[src/rtl/hex_char_rotator.sv]
// hex_char_rotator: buffers four 2-bit HEX character codes and rotates them on a prescaled tick.
// Define HEX_STEP_KEY_EN to add a manual step input that advances the rotation while paused.
module hex_char_rotator #(
  parameter int TICK_DIV = 50000000
) (
  input  logic       CLOCK_50,
  input  logic       Resetn,
  input  logic       load_valid,
  input  logic [1:0] load_char,
  output logic       load_ready,
  input  logic       run,
  input  logic       dir,
  input  logic       clr,
`ifdef HEX_STEP_KEY_EN
  input  logic       step,
`endif
  output logic [7:0] F,
  output logic [1:0] offset,
  output logic       step_pulse
);

  localparam int            PW   = (TICK_DIV > 1) ? $clog2(TICK_DIV) : 1;
  localparam logic [PW-1:0] TERM = PW'(TICK_DIV - 1);

  typedef enum logic [1:0] {
    LOAD,
    READY,
    ROTATE
  } state_t;

  state_t        state;
  logic [1:0]    cnt;
  logic [PW-1:0] prescaler;
  logic [1:0]    chars [4];

  logic          tick_hit;
  logic          manual_hit;
  logic          advance;
  logic [1:0]    next_offset;
  logic [1:0]    idx1;
  logic [1:0]    idx2;
  logic [1:0]    idx3;

  // A paused rotation (run low in ROTATE) must not count or advance, so run gates the tick.
  assign tick_hit = (state == ROTATE) && run && (prescaler == TERM);

`ifdef HEX_STEP_KEY_EN
  assign manual_hit = (state == READY) && step;
`else
  assign manual_hit = 1'b0;
`endif

  assign advance     = Resetn && !clr && (tick_hit || manual_hit);
  assign step_pulse  = advance;
  assign next_offset = dir ? (offset - 2'd1) : (offset + 2'd1);
  assign load_ready  = (state == LOAD);

  assign idx1 = offset + 2'd1;
  assign idx2 = offset + 2'd2;
  assign idx3 = offset + 2'd3;
  assign F    = {chars[offset], chars[idx1], chars[idx2], chars[idx3]};

  // clr behaves like a reset, but below Resetn in priority; both wipe any partial load.
  always_ff @(posedge CLOCK_50) begin
    if (!Resetn || clr) begin
      state     <= LOAD;
      cnt       <= 2'd0;
      offset    <= 2'd0;
      prescaler <= '0;
      for (int k = 0; k < 4; k++) begin
        chars[k] <= 2'd0;
      end
    end else begin
      if (advance) begin
        offset <= next_offset;
      end
      case (state)
        LOAD: begin
          if (load_valid) begin
            chars[cnt] <= load_char;
            cnt        <= cnt + 2'd1;
            if (cnt == 2'd3) begin
              state <= READY;
            end
          end
        end
        READY: begin
          if (run) begin
            state <= ROTATE;
          end
        end
        ROTATE: begin
          if (!run) begin
            state <= READY;
          end else if (prescaler == TERM) begin
            prescaler <= '0;
          end else begin
            prescaler <= prescaler + PW'(1);
          end
        end
        default: state <= LOAD;
      endcase
    end
  end

endmodule

[config.mk]
export PLATFORM = sky130hd
export DESIGN_NAME = hex_char_rotator
export DESIGN_NICKNAME = d
export VERILOG_FILES = /design/src/rtl/hex_char_rotator.sv
export SDC_FILE = /design/constraint.sdc
export NUM_CORES = 1
export LEC_CHECK = 0
export CAP_MARGIN = 20
export CORE_UTILIZATION = 56
export CTS_CLUSTER_DIAMETER = 50
export CTS_CLUSTER_SIZE = 10
export DETAILED_ROUTE_END_ITERATION = 10
export PLACE_DENSITY = 0.74
export SLEW_MARGIN = 30
export SYNTH_ARGS = -nofsm -noshare
export SYNTH_HDL_FRONTEND = slang
export SYNTH_SLANG_ARGS = --single-unit
[constraint.sdc]
create_clock -name CLOCK_50 -period 2.3 [get_ports CLOCK_50]
set_input_delay 0.69 -clock CLOCK_50 [delete_from_list [all_inputs] [get_ports CLOCK_50]]
set_output_delay 0.69 -clock CLOCK_50 [all_outputs]
set_load 0.01 [all_outputs]
==> results by group, run 1 <==
Routing
  – Drt pass-1 iters: 4
  – Average wire per standard cell: 13.8 um
  – Via Count: 1,847
  – Iteration-0 DRC Markers: 80
  – Sum of routed wire length over all layers: 4.65 mm
  – Antenna viol nets, final: 0
  – Number of remaining DRC errors: 0
  – Average vias per placed instance: 5.46

Clock tree
  – Clock Sink Count: 42
  – Clock slew at the register clock pins of the worst setup and hold paths: 0.07 ns
  – Clock latency of the later-clocked register in the worst-skew pair: 0.29 ns
  – Number of buffers inserted during clock tree synthesis: 5
  – Number of buffers inserted for hold repair after clock tree synthesis: 0
  – H-tree lvl count: 2
  – Buffer type at the clock tree root: sky130_fd_sc_hd__clkbuf_8
  – CTS Buffer Depth: 2
  – CTS tree: yes

Timing
  – WHS: 0.525 ns
  – Total count of max-transition violations in the final report: 0
  – Setup repair after global routing missed its margin: true
  – Setup total negative slack: -0.0814 ns
  – Measured slew at the worst slew-check pin: 0.413 ns
  – Number of failing setup endpoints in the final timing report: 1
  – Tightest slew margin relative to the limit: 0.723
  – Tcrit/Tclk final: 1.04
  – Final Hold Viols: 0
  – Worst-case clock skew: 0.00368 ns
  – Final critical path time including I/O delays and setup: 2.38 ns
  – Fmax: 0.420 GHz
  – Worst path setup slack after routing: -0.0814 ns

Die
  – Die Footprint: 0.00407 mm^2
  – Number of top-level pins: 20
  – Die outline height: 63.8 um
  – Area of the core: 0.00366 mm^2
  – Effective utilization at floorplan: 0.584
  – Num rows: 22
  – Floorplan die width: 63.8 um

Synth
  – Cells taking the most area after synthesis: sky130_fd_sc_hd__dfxtp_1, sky130_fd_sc_hd__edfxtp_1, sky130_fd_sc_hd__mux4_2
  – Count of yosys warnings during synthesis: 0
  – Number of enable flip-flop cells after synthesis: 8
  – Average size of a mapped cell: 9.51 um^2
  – Post-synthesis cell type with the largest combined area: sky130_fd_sc_hd__dfxtp_1
  – Count of mapped cells out of synthesis: 225
  – Distinct cell type count after synthesis: 40
  – Number of flip-flops and latches in the synthesized netlist: 42
  – Most common cell in the synthesized netlist: sky130_fd_sc_hd__dfxtp_1
  – Top cell type's share of synthesized area: 0.318
  – Total standard cell area after synthesis: 0.00214 mm^2
  – Share of the yosys chip area belonging to registers: 0.430
  – Post-synth top flop: sky130_fd_sc_hd__dfxtp_1
  – Async S/R FF share, synth: 0
  – Synth top cells by count: sky130_fd_sc_hd__dfxtp_1, sky130_fd_sc_hd__nor2_1, sky130_fd_sc_hd__nand2_1
  – Number of nets in the synthesized netlist: 235

Final layout
  – NumNets Final: 299
  – # diodes: 0
  – Share of cells above drive strength 1: 0.293
  – Synthesis-to-layout area growth: 30.6%

Critical path
  – Max FO, Critical Path: 2
  – Critical path capture point type: output pin
  – Crit path DAT: 1.69 ns
  – Type of the setup path with the least slack: reg2out
  – Critical path launch point type: register
  – Required time at the worst-slack endpoint: 1.61 ns

Power and ir drop
  – Static Leakage: 1.10 nW
  – Final total power: 1.32 mW
  – Maximum ir drop on the vdd rail: 438 uV
  – Power density relative to cell area: 472 mW/mm^2

Global routing
  – First-pass GRT wire length: 8.10 mm
  – Initial antenna violation count: 0
  – Global router's overall resource usage: 0.260
  – Total gr overflow: 0
  – Maximum number of pins on one net before global-route repair: 21
  – Vias in the first global route: 1,820

Flow run
  – Max capacitance violation total: 0

Outcome
  – Outcome: finished, violations left
  – Violated checks: setup timing

Placed design
  – Detailed-placement wirelength estimate: 3.35 mm
  – Gpl congestion: 0.851
  – Port-buffer cells: 19

Hold path
  – Class of the most critical hold timing path: reg2reg
==> metal layers <==
layer | vias up | track usage | part of all wire
li1 | 946 | - | -
met1 | 861 | 0.323 | 0.46
met2 | 34 | 0.441 | 0.49
met3 | 6 | 0.0589 | 0.032
met4 | 0 | 0.0909 | 0.012
met5 | - | 0 | 0
==> what timing repair did <==
action,in CTS,in global routing
setup buffers,6,0
cloned,0,0
pin swaps,4,0
resized for setup,32,1
endpoints found under the setup margin,9,2
==> critical path, stage by stage, from the launching register on <==
cell	delay, ns
sky130_fd_sc_hd__dfxtp_2	0.34
sky130_fd_sc_hd__nand3_2	0.09
sky130_fd_sc_hd__or3_4	0.34
sky130_fd_sc_hd__or3_4	0.40
sky130_fd_sc_hd__nor3_2	0.09
sky130_fd_sc_hd__buf_2	0.14
==> power breakdown <==
part / total [mW] / switching (mW) / internal (mW) / leakage (nW)
logic: 0.0769 / 0.0352 / 0.0417 / 0.685
registers: 0.766 / 0.0103 / 0.755 / 0.368
clock network: 0.477 / 0.235 / 0.242 / 0.0482
==> cell usage in the layout (no fill, tap or decap), drive strengths merged, types with 2 or more instances in the layout <==
| cell | synthesis | final |
|---|---|---|
| a311oi | 2 | 2 |
| clkdlybuf4s50 | 0 | 8 |
| nand2 | 21 | 21 |
| nor4 | 2 | 2 |
| dfxtp | 34 | 34 |
| xnor2 | 7 | 7 |
| nand3 | 16 | 16 |
| mux4 | 8 | 8 |
| or4 | 5 | 5 |
| and3 | 7 | 7 |
| nor2 | 30 | 30 |
| a21oi | 9 | 9 |
| a31oi | 3 | 3 |
| dlygate4sd2 | 0 | 9 |
| nand2b | 2 | 2 |
| clkbuf | 6 | 7 |
| ha | 2 | 2 |
| edfxtp | 8 | 8 |
| o31ai | 3 | 3 |
| buf | 4 | 50 |
| nor3 | 5 | 5 |
| and2 | 2 | 2 |
| inv | 3 | 3 |
| xor2 | 14 | 14 |
| and4 | 3 | 3 |
| or3 | 5 | 5 |
| o21ai | 7 | 7 |
| nand4 | 9 | 9 |
==> worst paths after layout <==
path                                                  from  slack [ns]                        end  cells after the start
worst max-delay path            prescaler[23]$_SDFFE_PP0N_       -0.08                 step_pulse                      5
worst min-delay path             prescaler[5]$_SDFFE_PP0N_        0.53  prescaler[5]$_SDFFE_PP0N_                      2
worst min register to register   prescaler[5]$_SDFFE_PP0N_        0.53  prescaler[5]$_SDFFE_PP0N_                      2
worst max register to register  prescaler[23]$_SDFFE_PP0N_        0.22                   register                      6
==> per-stage QoR <==
step                       util  cell area, um^2  setup slack [ns]  std cells
final                     0.764             2800           -0.0814        338
after global routing      0.764             2800            -0.177        338
after CTS                 0.765             2800           -0.0957        338
after detailed placement  0.720             2640            -0.591        324
after global placement    0.720             2640            -0.566        324
after floorplan               -             2140            0.0891        225
==> kinds of logic after synthesis <==
| family | Yosys count | share of synthesized area |
|---|---|---|
| xor+xnor | 21 | 0.0860 |
| buf+inv | 13 | 0.0403 |
| mux | 9 | 0.0895 |
| simple gates | 113 | 0.274 |
| fa+ha+maj | 2 | 0.0117 |
| compound gates | 25 | 0.0684 |
| flops | 42 | 0.430 |
==> state kept, by name (all words and copies together), names as in the netlist, named ones only <==
signal,cells
chars,8
cnt,2
offset,2
prescaler,26
state,2
==> cell type report <==
class	instances	area [um^2]
Inverter	3	11.3
Clock buffer	7	86.3
Tap cell	48	60.1
Multi-Input combinational cell	170	1170
Clock inverter	1	5.00
Timing Repair Buffer	67	529
Sequential cell	42	935
Fill cell	256	866
No activity file was read; power rests on OpenSTA's default activity.
==> inputs of run 2 (changes only) <==
- GPL_ROUTABILITY_DRIVEN: default -> 0
==> results of run 2 <==
Final layout, timing and power as in run 1 (identical DEF).
==> inputs of run 3 (changes only) <==
- CORE_UTILIZATION: 56 -> 25
- PLACE_DENSITY: 0.74 -> 0.37
==> run 3 against run 2 <==
The flow still finishes with violations (setup timing). Combinational power grew 8.3%. Wire length grew 14%. Clock power up 29%. Via count is 1.2% higher. Cell count rose by 20%.
==> results by group, run 3 (synthesized netlist as in run 1, its figures left out) <==
Outcome
  – Outcome: finished, violations left
  – Violated checks: setup timing

Timing
  – Tightest slew margin relative to the limit: 0.754
  – Total count of max-transition violations in the final report: 0
  – Number of failing setup endpoints in the final timing report: 1
  – Tcrit/Tclk final: 1.11
  – Worst path setup slack after routing: -0.255 ns
  – Worst-case clock skew: 0.0176 ns
  – Measured slew at the worst slew-check pin: 0.366 ns
  – Fmax: 0.391 GHz
  – Setup repair after global routing missed its margin: true
  – WHS: 0.494 ns
  – Final Hold Viols: 0
  – Final critical path time including I/O delays and setup: 2.55 ns

Critical path
  – Type of the setup path with the least slack: in2out
  – Reg2reg start: prescaler[11]$_SDFFE_PP0N_
  – Critical R2R Capture: offset[0]$_SDFFE_PP0P_
  – Critical path capture point type: output pin
  – Crit path DAT: 1.86 ns
  – Setup slack of the most critical reg-to-reg path: 0.16 ns
  – Required time at the worst-slack endpoint: 1.61 ns
  – Max FO, Critical Path: 2
  – Cell count of the worst reg-to-reg path: 13
  – Critical path launch point type: input pin

Die
  – Number of top-level pins: 20
  – Floorplan die width: 94.5 um
  – Effective utilization at floorplan: 0.259
  – Die Footprint: 0.00893 mm^2
  – Die outline height: 94.5 um
  – Area of the core: 0.00826 mm^2
  – Num rows: 33

Clock tree
  – Buffer type at the clock tree root: sky130_fd_sc_hd__clkbuf_8
  – Number of buffers inserted for hold repair after clock tree synthesis: 0
  – Clock Sink Count: 42
  – CTS Buffer Depth: 2
  – Clock latency of the later-clocked register in the worst-skew pair: 0.30 ns
  – H-tree lvl count: 2
  – Clock slew at the register clock pins of the worst setup and hold paths: 0.09 ns
  – CTS tree: yes
  – Number of buffers inserted during clock tree synthesis: 5

Routing
  – Via Count: 1,870
  – Number of remaining DRC errors: 0
  – Drt pass-1 iters: 4
  – Sum of routed wire length over all layers: 5.29 mm
  – Average wire per standard cell: 13.1 um
  – Average vias per placed instance: 4.63
  – Iteration-0 DRC Markers: 103
  – Antenna viol nets, final: 0

Placed design
  – Cell Count Post-Placement: 381
  – Detailed-placement wirelength estimate: 3.81 mm
  – Port-buffer cells: 19

Final layout
  – Highest-count cells in the layout ignoring fill and taps: sky130_fd_sc_hd__buf_4, sky130_fd_sc_hd__nor2_1, sky130_fd_sc_hd__dfxtp_1
  – NumNets Final: 308
  – End-of-flow core utilization: 0.363
  – Share of cells above drive strength 1: 0.334
  – Max FFs per register: 26
  – Number of standard cells in the final layout excluding fillers: 404
  – Layout fillers: 877
  – Largest regs: prescaler (26), chars (8)
  – Largest Register: prescaler
  – Most common cell after layout, fill and taps aside: sky130_fd_sc_hd__buf_4
  – Synthesis-to-layout area growth: 40.2%
  – # diodes: 0

Global routing
  – First-pass GRT wire length: 8.63 mm
  – Total gr overflow: 0
  – Maximum number of pins on one net before global-route repair: 21
  – Layer with the highest usage after global routing: met2
  – Routing usage on met2: 0.217
  – Global-route track usage on met3: 0.0274
  – Vias in the first global route: 1,779
  – Global router's overall resource usage: 0.128
  – Global routing met1 resource utilization: 0.163
  – Initial antenna violation count: 0

Hold path
  – Cell depth of the worst hold path: 2
  – Launch point of the worst hold path: prescaler[25]$_SDFFE_PP0N_
  – Class of the most critical hold timing path: reg2reg
  – Min-Delay Endpoint: prescaler[25]$_SDFFE_PP0N_

Power and ir drop
  – Total internal power: 1.15 mW
  – Switching share of power: 0.210
  – Final total power: 1.46 mW
  – Clk pwr share: 0.421
  – Power density relative to cell area: 487 mW/mm^2
  – Portion of total power attributed to sequential cells: 0.522
  – Share of power burned in combinational logic: 0.057
  – Static Leakage: 1.17 nW
  – Maximum ir drop on the vdd rail: 216 uV
  – Power dissipated by switching net loads: 308 uW

Flow run
  – Max capacitance violation total: 0
-- run 3: changes by cell type in the layout (fill, tap and decap cells not counted), sizes merged --
cell           before  now
clkinv              1    0
clkdlybuf4s15       0    2
dlygate4sd2         9    2
clkbuf              7   11
bufinv              0    1
clkdlybuf4s50       8   10
buf                50   58
-- run 3: critical path, stage by stage --
cell and delay (ns):
sky130_fd_sc_hd__clkdlybuf4s50_1 0.46, sky130_fd_sc_hd__or2b_2 0.34, sky130_fd_sc_hd__nor3_4 0.22, sky130_fd_sc_hd__buf_2 0.16
-- run 3: area by class of cell --
| cell class | instances | area, um^2 | area share |
|---|---|---|---|
| Clock buffer | 7 | 86.3 | 0.0288 |
| Clock inverter | 1 | 30.0 | 0.0100 |
| Inverter | 3 | 11.3 | 0.00375 |
| Multi-Input combinational cell | 170 | 1200 | 0.399 |
| Sequential cell | 42 | 936 | 0.312 |
| Tap cell | 105 | 131 | 0.0438 |
| Timing Repair Buffer | 76 | 609 | 0.203 |
-- run 3: layer usage --
layer	part of all wire	routed length, um
met5	0	0
met4	0.011	60
met3	0.030	161
met2	0.48	2550
met1	0.47	2510
-- run 3: repair_timing --
item	in CTS	in global routing
setup endpoints to repair	9	13
pin swaps	5	7
setup buffers	15	1
resized for setup	31	17
-- run 3: how the worst max path moves through the flow --
| stage | startpoint | endpoint | slack, ns | depth (start not counted) |
|---|---|---|---|---|
| finish | Resetn | step_pulse | -0.25 | 4 |
| global route | run | step_pulse | -0.32 | 5 |
| CTS | prescaler[11]$_SDFFE_PP0N_ | step_pulse | -0.30 | 5 |
| detailed placement | run | step_pulse | -0.73 | 5 |
| global placement | run | step_pulse | -0.73 | 5 |
| floorplan | prescaler[22]$_SDFFE_PP0N_ | step_pulse | 0.09 | 5 |
-- run 3: power groups by stage --
| stage | logic (mW) | registers [mW] | clock network, mW |
|---|---|---|---|
| after global routing | 0.0918 | 0.765 | 0.664 |
| after CTS | 0.0865 | 0.764 | 0.644 |
| final | 0.0833 | 0.763 | 0.616 |
| after floorplan | 0.0390 | 0.781 | 0 |
| after detailed placement | 0.0799 | 0.785 | 0 |
| after global placement | 0.0798 | 0.785 | 0 |
-- run 3: per-stage QoR --
| stage | cell area (um^2) | setup TNS, ns | worst slack (ns) |
|---|---|---|---|
| global placement | 2710 | -3.42 | -0.730 |
| floorplan | 2140 | 0 | 0.0891 |
| finish | 3000 | -0.255 | -0.255 |
| detailed placement | 2710 | -3.44 | -0.734 |
| CTS | 2970 | -0.440 | -0.295 |
| global route | 3000 | -0.356 | -0.315 |
